File: config.mk
export PLATFORM = sky130hd
export DESIGN_NAME = ppu_frame_writer_flat
export DESIGN_NICKNAME = d
export VERILOG_FILES = /design/src/rtl/ppu_fb_pkg.sv /design/src/rtl/ppu_frame_writer_if.sv /design/src/rtl/ppu_fb_fifo.sv /design/src/rtl/ppu_frame_writer.sv /design/src/flat_wrapper.sv
export SDC_FILE = /design/constraint.sdc
export NUM_CORES = 1
export LEC_CHECK = 0
export ABC_AREA = 1
export CAP_MARGIN = 5
export CELL_PAD_IN_SITES_DETAIL_PLACEMENT = 1
export CELL_PAD_IN_SITES_GLOBAL_PLACEMENT = 2
export CORE_UTILIZATION = 30
export CTS_CLUSTER_SIZE = 14
export DETAILED_ROUTE_END_ITERATION = 10
export PLACE_DENSITY_LB_ADDON = 0.15
export SYNTH_ARGS = -nofsm -noshare
export SYNTH_HDL_FRONTEND = slang
export SYNTH_SLANG_ARGS = --single-unit
File: constraint.sdc
create_clock -name clk -period 4.2 [get_ports clk]
set_input_delay 0.42 -clock clk [delete_from_list [all_inputs] [get_ports clk]]
set_output_delay 0.42 -clock clk [all_outputs]
set_load 0.02 [all_outputs]
File: src/rtl/ppu_fb_pkg.sv
// Shared constants, write-port FSM states and FIFO entry layout for the PPU frame writer.
package ppu_fb_pkg;

   localparam int unsigned LINE_PX        = 160;
   localparam int unsigned LINES          = 144;
   localparam int unsigned BYTES_PER_LINE = 40;
   localparam int unsigned FB_ADDR_W      = 13;
   localparam int unsigned FB_ENTRY_W     = FB_ADDR_W + 8;

   typedef enum logic {
      WR_IDLE,
      WR_WRITE
   } wr_state_t;

   typedef struct packed {
      logic [FB_ADDR_W-1:0] addr;
      logic [7:0]           data;
   } fb_entry_t;

   // Byte address of the 4-pixel group xq (= x/4) on line y.
   function automatic logic [FB_ADDR_W-1:0] fb_byte_addr(input logic [7:0] y, input logic [5:0] xq);
      return FB_ADDR_W'(y) * FB_ADDR_W'(BYTES_PER_LINE) + FB_ADDR_W'(xq);
   endfunction

endpackage

File: src/rtl/ppu_frame_writer_if.sv
// Frame-buffer write bus: the writer is master, the frame buffer is slave.
interface ppu_frame_writer_if;
   import ppu_fb_pkg::*;

   logic                 fb_wr;
   logic [FB_ADDR_W-1:0] fb_addr;
   logic [7:0]           fb_data;
   logic                 fb_ready;

   modport master (
      output fb_wr,
      output fb_addr,
      output fb_data,
      input  fb_ready
   );

   modport slave (
      input  fb_wr,
      input  fb_addr,
      input  fb_data,
      output fb_ready
   );

endinterface

File: src/rtl/ppu_fb_fifo.sv
// Synchronous FIFO of packed frame-buffer writes; exposes head and the entry behind it.
module ppu_fb_fifo
   import ppu_fb_pkg::*;
#(
   parameter int unsigned FIFO_DEPTH = 8,
   localparam int unsigned AW = $clog2(FIFO_DEPTH)
) (
   input  logic      clk,
   input  logic      rst_n,
   input  logic      push,
   input  fb_entry_t push_data,
   input  logic      pop,
   output fb_entry_t head,
   output fb_entry_t head_next,
   output logic      empty,
   output logic      full,
   output logic      several
);

   fb_entry_t   mem [FIFO_DEPTH];
   logic [AW:0] wr_ptr;
   logic [AW:0] rd_ptr;
   logic [AW:0] count;
   logic        do_push;
   logic        do_pop;

   assign count   = wr_ptr - rd_ptr;
   assign empty   = (count == '0);
   assign full    = count[AW];
   assign several = (count > (AW + 1)'(1));

   // A full FIFO still takes a push when the head leaves in the same cycle.
   assign do_pop  = pop && !empty;
   assign do_push = push && (!full || do_pop);

   assign head      = mem[rd_ptr[AW-1:0]];
   assign head_next = mem[AW'(rd_ptr[AW-1:0] + 1'b1)];

   always_ff @(posedge clk) begin
      if (do_push) begin
         mem[wr_ptr[AW-1:0]] <= push_data;
      end
   end

   always_ff @(posedge clk) begin
      if (!rst_n) begin
         wr_ptr <= '0;
         rd_ptr <= '0;
      end else begin
         if (do_push) begin
            wr_ptr <= wr_ptr + 1'b1;
         end
         if (do_pop) begin
            rd_ptr <= rd_ptr + 1'b1;
         end
      end
   end

endmodule

File: src/rtl/ppu_frame_writer.sv
// Packs 2-bit PPU shades into frame-buffer bytes and streams them out through a FIFO.
// Optional BGP palette mapping is enabled with the FWR_PALETTE_EN macro.
module ppu_frame_writer
   import ppu_fb_pkg::*;
#(
   parameter int unsigned FIFO_DEPTH = 8
) (
   input  logic       clk,
   input  logic       rst_n,
   input  logic [1:0] px_in,
   input  logic       px_valid,
   input  logic       line_start,
   input  logic       frame_start,
   input  logic [7:0] bgp,
   ppu_frame_writer_if.master fb,
   output logic       line_done,
   output logic       frame_done,
   output logic       overflow
);

   localparam logic [7:0] X_LAST = 8'(LINE_PX - 1);
   localparam logic [7:0] X_SAT  = 8'(LINE_PX);
   localparam logic [7:0] Y_LAST = 8'(LINES - 1);

   logic [7:0] x;
   logic [7:0] y;
   logic [7:0] pb;
   logic       push;
   fb_entry_t  push_entry;

   logic       start;
   logic [7:0] x_eff;
   logic [7:0] y_eff;
   logic [7:0] pb_new;
   logic       accept;
   logic [1:0] shade;

   wr_state_t  state;
   logic       xfer;
   fb_entry_t  fifo_head;
   fb_entry_t  fifo_head_next;
   logic       fifo_empty;
   logic       fifo_full;
   logic       fifo_several;

   // A start pulse takes effect before a coincident pixel, which lands at x=0.
   assign start  = frame_start || line_start;
   assign x_eff  = start ? '0 : x;
   assign y_eff  = frame_start ? '0 : y;
   assign accept = px_valid && (start || (x != X_SAT));

`ifdef FWR_PALETTE_EN
   always_comb begin
      shade = '0;
      case (px_in)
         2'd0: shade = bgp[1:0];
         2'd1: shade = bgp[3:2];
         2'd2: shade = bgp[5:4];
         2'd3: shade = bgp[7:6];
         default: shade = '0;
      endcase
   end
`else
   logic unused_bgp;
   assign unused_bgp = ^bgp;
   assign shade      = px_in;
`endif

   always_comb begin
      pb_new = start ? '0 : pb;
      case (x_eff[1:0])
         2'd0: pb_new[7:6] = shade;
         2'd1: pb_new[5:4] = shade;
         2'd2: pb_new[3:2] = shade;
         2'd3: pb_new[1:0] = shade;
         default: pb_new = pb;
      endcase
   end

   always_ff @(posedge clk) begin
      if (!rst_n) begin
         x          <= '0;
         y          <= '0;
         pb         <= '0;
         push       <= 1'b0;
         push_entry <= '0;
         line_done  <= 1'b0;
         frame_done <= 1'b0;
      end else begin
         push       <= 1'b0;
         line_done  <= 1'b0;
         frame_done <= 1'b0;
         if (start) begin
            x  <= '0;
            pb <= '0;
         end
         if (frame_start) begin
            y <= '0;
         end
         if (accept) begin
            pb <= pb_new;
            if (x_eff[1:0] == 2'd3) begin
               push            <= 1'b1;
               push_entry.addr <= fb_byte_addr(y_eff, x_eff[7:2]);
               push_entry.data <= pb_new;
            end
            if (x_eff == X_LAST) begin
               x         <= X_SAT;
               line_done <= 1'b1;
               if (y_eff == Y_LAST) begin
                  y          <= '0;
                  frame_done <= 1'b1;
               end else begin
                  y <= y_eff + 8'd1;
               end
            end else begin
               x <= x_eff + 8'd1;
            end
         end
      end
   end

   assign xfer = fb.fb_wr && fb.fb_ready;

   ppu_fb_fifo #(
      .FIFO_DEPTH (FIFO_DEPTH)
   ) u_fifo (
      .clk       (clk),
      .rst_n     (rst_n),
      .push      (push),
      .push_data (push_entry),
      .pop       (xfer),
      .head      (fifo_head),
      .head_next (fifo_head_next),
      .empty     (fifo_empty),
      .full      (fifo_full),
      .several   (fifo_several)
   );

   always_ff @(posedge clk) begin
      if (!rst_n) begin
         overflow <= 1'b0;
      end else if (push && fifo_full && !xfer) begin
         overflow <= 1'b1;
      end
   end

   // The output register shadows the FIFO head; an entry in flight still occupies
   // its FIFO slot until transferred. The push path is bypassed in so an empty
   // FIFO reaches fb_wr one cycle after the push.
   always_ff @(posedge clk) begin
      if (!rst_n) begin
         state      <= WR_IDLE;
         fb.fb_wr   <= 1'b0;
         fb.fb_addr <= '0;
         fb.fb_data <= '0;
      end else begin
         case (state)
            WR_IDLE: begin
               if (!fifo_empty || push) begin
                  fb.fb_wr                 <= 1'b1;
                  state                    <= WR_WRITE;
                  {fb.fb_addr, fb.fb_data} <= fifo_empty ? push_entry : fifo_head;
               end
            end
            WR_WRITE: begin
               if (fb.fb_ready) begin
                  if (fifo_several) begin
                     {fb.fb_addr, fb.fb_data} <= fifo_head_next;
                  end else if (push) begin
                     {fb.fb_addr, fb.fb_data} <= push_entry;
                  end else begin
                     fb.fb_wr <= 1'b0;
                     state    <= WR_IDLE;
                  end
               end
            end
            default: begin
               fb.fb_wr <= 1'b0;
               state    <= WR_IDLE;
            end
         endcase
      end
   end

endmodule

File: src/flat_wrapper.sv
// flat-port wrapper written by rule: the top's interface ports become plain ports
module ppu_frame_writer_flat import ppu_fb_pkg::*;
#(
   parameter int unsigned FIFO_DEPTH = 8
)
  (clk, rst_n, px_in, px_valid, line_start, frame_start, bgp, line_done, frame_done, overflow, fb_fb_wr, fb_fb_addr, fb_fb_data, fb_fb_ready);
  ppu_frame_writer_if fb_i ();
  input  logic clk;
  input  logic rst_n;
  input  logic [1:0] px_in;
  input  logic px_valid;
  input  logic line_start;
  input  logic frame_start;
  input  logic [7:0] bgp;
  output logic line_done;
  output logic frame_done;
  output logic overflow;
  output wire logic [$bits(fb_i.fb_wr)-1:0] fb_fb_wr;
  output wire logic [$bits(fb_i.fb_addr)-1:0] fb_fb_addr;
  output wire logic [$bits(fb_i.fb_data)-1:0] fb_fb_data;
  input wire logic [$bits(fb_i.fb_ready)-1:0] fb_fb_ready;
  assign fb_fb_wr = fb_i.fb_wr;
  assign fb_fb_addr = fb_i.fb_addr;
  assign fb_fb_data = fb_i.fb_data;
  assign fb_i.fb_ready = fb_fb_ready;
  ppu_frame_writer #(.FIFO_DEPTH(FIFO_DEPTH)) u_core (.clk(clk), .rst_n(rst_n), .px_in(px_in), .px_valid(px_valid), .line_start(line_start), .frame_start(frame_start), .bgp(bgp), .fb(fb_i), .line_done(line_done), .frame_done(frame_done), .overflow(overflow));
endmodule
==> flow_summary.ini <==
[setup_path]
path_class = flop to flop
cp.required_ns = 4.67
path_max_fanout = 18
cp-end-kind = flop
worst_ep_arrival_time_ns = 3.89
start_kind = flop

[timing]
totalNegativeSetupSlack_ns = 0
finalHoldViolations = 0
finalSetupViolCount = 0
grt_setup_unrepaired = false
relSlewSlack = 0.330
final_max_slew_viol_count = 0
period_needed_ns = 3.41
fmax_mhz = 293
fin_ws_ns = 0.786
period_share = 0.813
tightest_slew_ns = 1.00
worst_clock_skew_ns = 0.00494

[logic_synthesis]
synth_nets = 1606
syn_area_per_cell_sq_um = 8.29
synth_area_sq_um = 13000
syn_inst = 1569
ys_ff_latch = 249
yosysSeqAreaShare = 0.513
ys_warn_count = 0
synth_cell_types = 35

[power]
leakage_uw = 0.00593
power_density_nw_per_um2 = 368
peakVddDrop_v = 0.000445

[grt]
grt_start_max_net_pins = 88
gr-total-overflow = 0
grt_pass1_vias = 11500
grt_use_total = 0.215
grt_pass1_wl_mm = 71.3
antenna_found_initial = 1

[clock_tree]
cts_tree = yes
cts_hold_buf = 0
path_clk_slew_ns = 0.06
root_buffer = clkbuf_16
clk_path_buf_depth = 3
cts_sinks = 249
ctsResizeCount = 0
cts_setup_buffers = 0
cts-buffers-inserted = 30
clk-insertion-delay-late_ns = 0.56
ctsHtreeMaxLevel = 1

[routing]
drc = 0
wl_mm = 47.0
firstDrtPassIters = 4
wl_per_cell_microns = 21.6
vias_per_cell = 5.07
num_vias = 11000
postRouteAntennaNets = 0
drt_iter0_drc = 609

[status]
outcome = completed

[finish]
finalNetCount = 1609
drive_gt1_frac = 0.0714
area_delta_synth_final_pct = 16.3
final_cell_area_sq_um = 15100
utilization = 0.358

[floorplanning]
die_h_microns = 210
initial_core_util = 0.307
core-area_sq_um = 42300
dieArea_sq_um = 44200
num_io_pins = 41
die_x_microns = 210
rows = 75

[place]
numPortBuffers = 32
place_congestion = 0.751
dp_hpwl_mm = 30.3
placed_area_sq_um = 14000
place_ws_ns = 0.422

[flow_run]
cap_violations = 0

[hold_path]
hold_path.class = input pin to flop
## per-layer routing
layer / global-route usage / vias up / part of all wire
met4: 0.0617 / 0 / 0.022
met1: 0.286 / 5402 / 0.46
met5: 0 / - / 0
met3: 0.0253 / 56 / 0.039
li1: - / 5382 / -
met2: 0.365 / 191 / 0.48
## Yosys cell counts
library cell / n / share of area
a211oi_1: 1 / 0.00058
a21oi_1: 149 / 0.057
a21oi_2: 1 / 0.00067
a31oi_1: 2 / 0.00096
and2_4: 1 / 0.00067
buf_1: 16 / 0.0046
buf_2: 27 / 0.010
buf_4: 2 / 0.0012
buf_6: 2 / 0.0017
clkbuf_1: 53 / 0.015
dfxtp_1: 81 / 0.12
edfxtp_1: 168 / 0.39
fa_1: 3 / 0.0046
ha_1: 18 / 0.017
inv_1: 170 / 0.049
inv_2: 3 / 0.00087
nand2_1: 305 / 0.088
nand2_2: 2 / 0.00096
nand2_4: 1 / 0.00087
nand3_1: 170 / 0.065
nand3_2: 1 / 0.00077
nand3b_1: 27 / 0.016
nand4_1: 29 / 0.014
nor2_1: 98 / 0.028
nor2_4: 1 / 0.00087
nor3_1: 10 / 0.0038
nor4_1: 1 / 0.00048
o211ai_1: 50 / 0.029
o21a_1: 1 / 0.00058
o21ai_0: 144 / 0.055
o21ai_2: 1 / 0.00067
o22ai_1: 16 / 0.0077
o31ai_1: 1 / 0.00058
xnor2_1: 5 / 0.0034
xor2_1: 9 / 0.0061
## placed cells by master (no fill, tap or decap), types with 2 or more instances in the layout
cell type and n:
nand2_1 305, nand3_1 170, inv_1 168, edfxtp_1 168
a21oi_1 149, o21ai_0 144, nor2_1 91, dfxtp_1 78
o211ai_1 50, buf_4 33, clkbuf_16 31, clkdlybuf4s50_1 31
nand4_1 29, nand3b_1 27, ha_1 17, o22ai_1 16
nor3_1 9, xor2_1 9, nor2_2 7, bufinv_16 6
clkbuf_1 6, clkbuf_8 6, buf_12 6, xnor2_1 4
clkbuf_4 4, inv_2 3, clkinv_2 3, fa_1 3
dfxtp_2 3, a31oi_1 2, nand2_2 2, clkinv_1 2
## final cells by class
class	instances	area, sq um
fill	4957	27200
sequential	249	6670
multi-input combinational	1047	5300
clock buffer	47	911
tap	577	722
timing repair buffer	71	683
inverter	173	652
clock inverter	9	193
antenna	1	2.50
## worst max-delay path, stage by stage, from the launching register on
cell	delay, ns
dfxtp_1	0.40
inv_1	0.09
ha_1	0.24
fa_1	0.54
o21ai_0	0.13
a21oi_4	0.51
nand3_1	0.52
buf_4	0.35
nand2_1	0.22
o21ai_0	0.11
a21oi_1	0.22
## through the flow
stage	cells	power [uW]	hold slack [ns]
after floorplan	1569	2680	0.465
after global placement	2117	2720	0.467
after detailed placement	2117	2720	0.458
after CTS	2173	5640	0.214
after global routing	2173	5720	0.252
final	2174	5570	0.227
## kinds of logic (layout without fill, tap and decap cells)
kind of cell	after synthesis	after routing	synth area share
AOI/OAI and AO/OA	366	366	0.153
DFF	249	249	0.513
and+or+nand+nor	646	646	0.220
xor gates and xnor gates	14	14	0.00943
buffers and inverters	273	300	0.0831
other	0	1	0
adders and majority gates	21	21	0.0219
## worst paths after layout
kind / start / to / slack (ns) / cells past startpoint
setup reg to reg: u_core.u_fifo.wr_ptr[0]$_SDFFE_PN0P_ / u_core.u_fifo.rd_ptr[2]$_SDFFE_PN0P_ / 0.79 / 10
hold / removal: rst_n / u_core.push$_SDFF_PN0_ / 0.23 / 3
setup / recovery: u_core.u_fifo.wr_ptr[0]$_SDFFE_PN0P_ / u_core.u_fifo.rd_ptr[2]$_SDFFE_PN0P_ / 0.79 / 10
hold reg to reg: u_core.overflow$_SDFFE_PN0P_ / u_core.overflow$_SDFFE_PN0P_ / 0.48 / 1
## sequential cells by signal, indices dropped and copies added, names as in the netlist, named ones only
name / cells
u_core.line_done: 1
u_core.push: 1
u_core.u_fifo.rd_ptr: 4
u_core.overflow: 1
u_core.fb.fb_wr: 1
u_core.push_entry: 21
u_core.frame_done: 1
u_core.fb.fb_addr: 13
u_core.fb.fb_data: 8
u_core.x: 8
u_core.y: 8
u_core.u_fifo.wr_ptr: 4
u_core.u_fifo.mem: 168
u_core.state: 1
u_core.pb: 6
## power by group
part	switching, uW	internal (uW)	leakage [uW]
Clock	1060	1840	0.000543
Sequential	2.53	2590	0.00220
Combinational	52.7	20.7	0.00319
Total	1120	4460	0.00593
No activity file was read; power rests on OpenSTA's default activity.
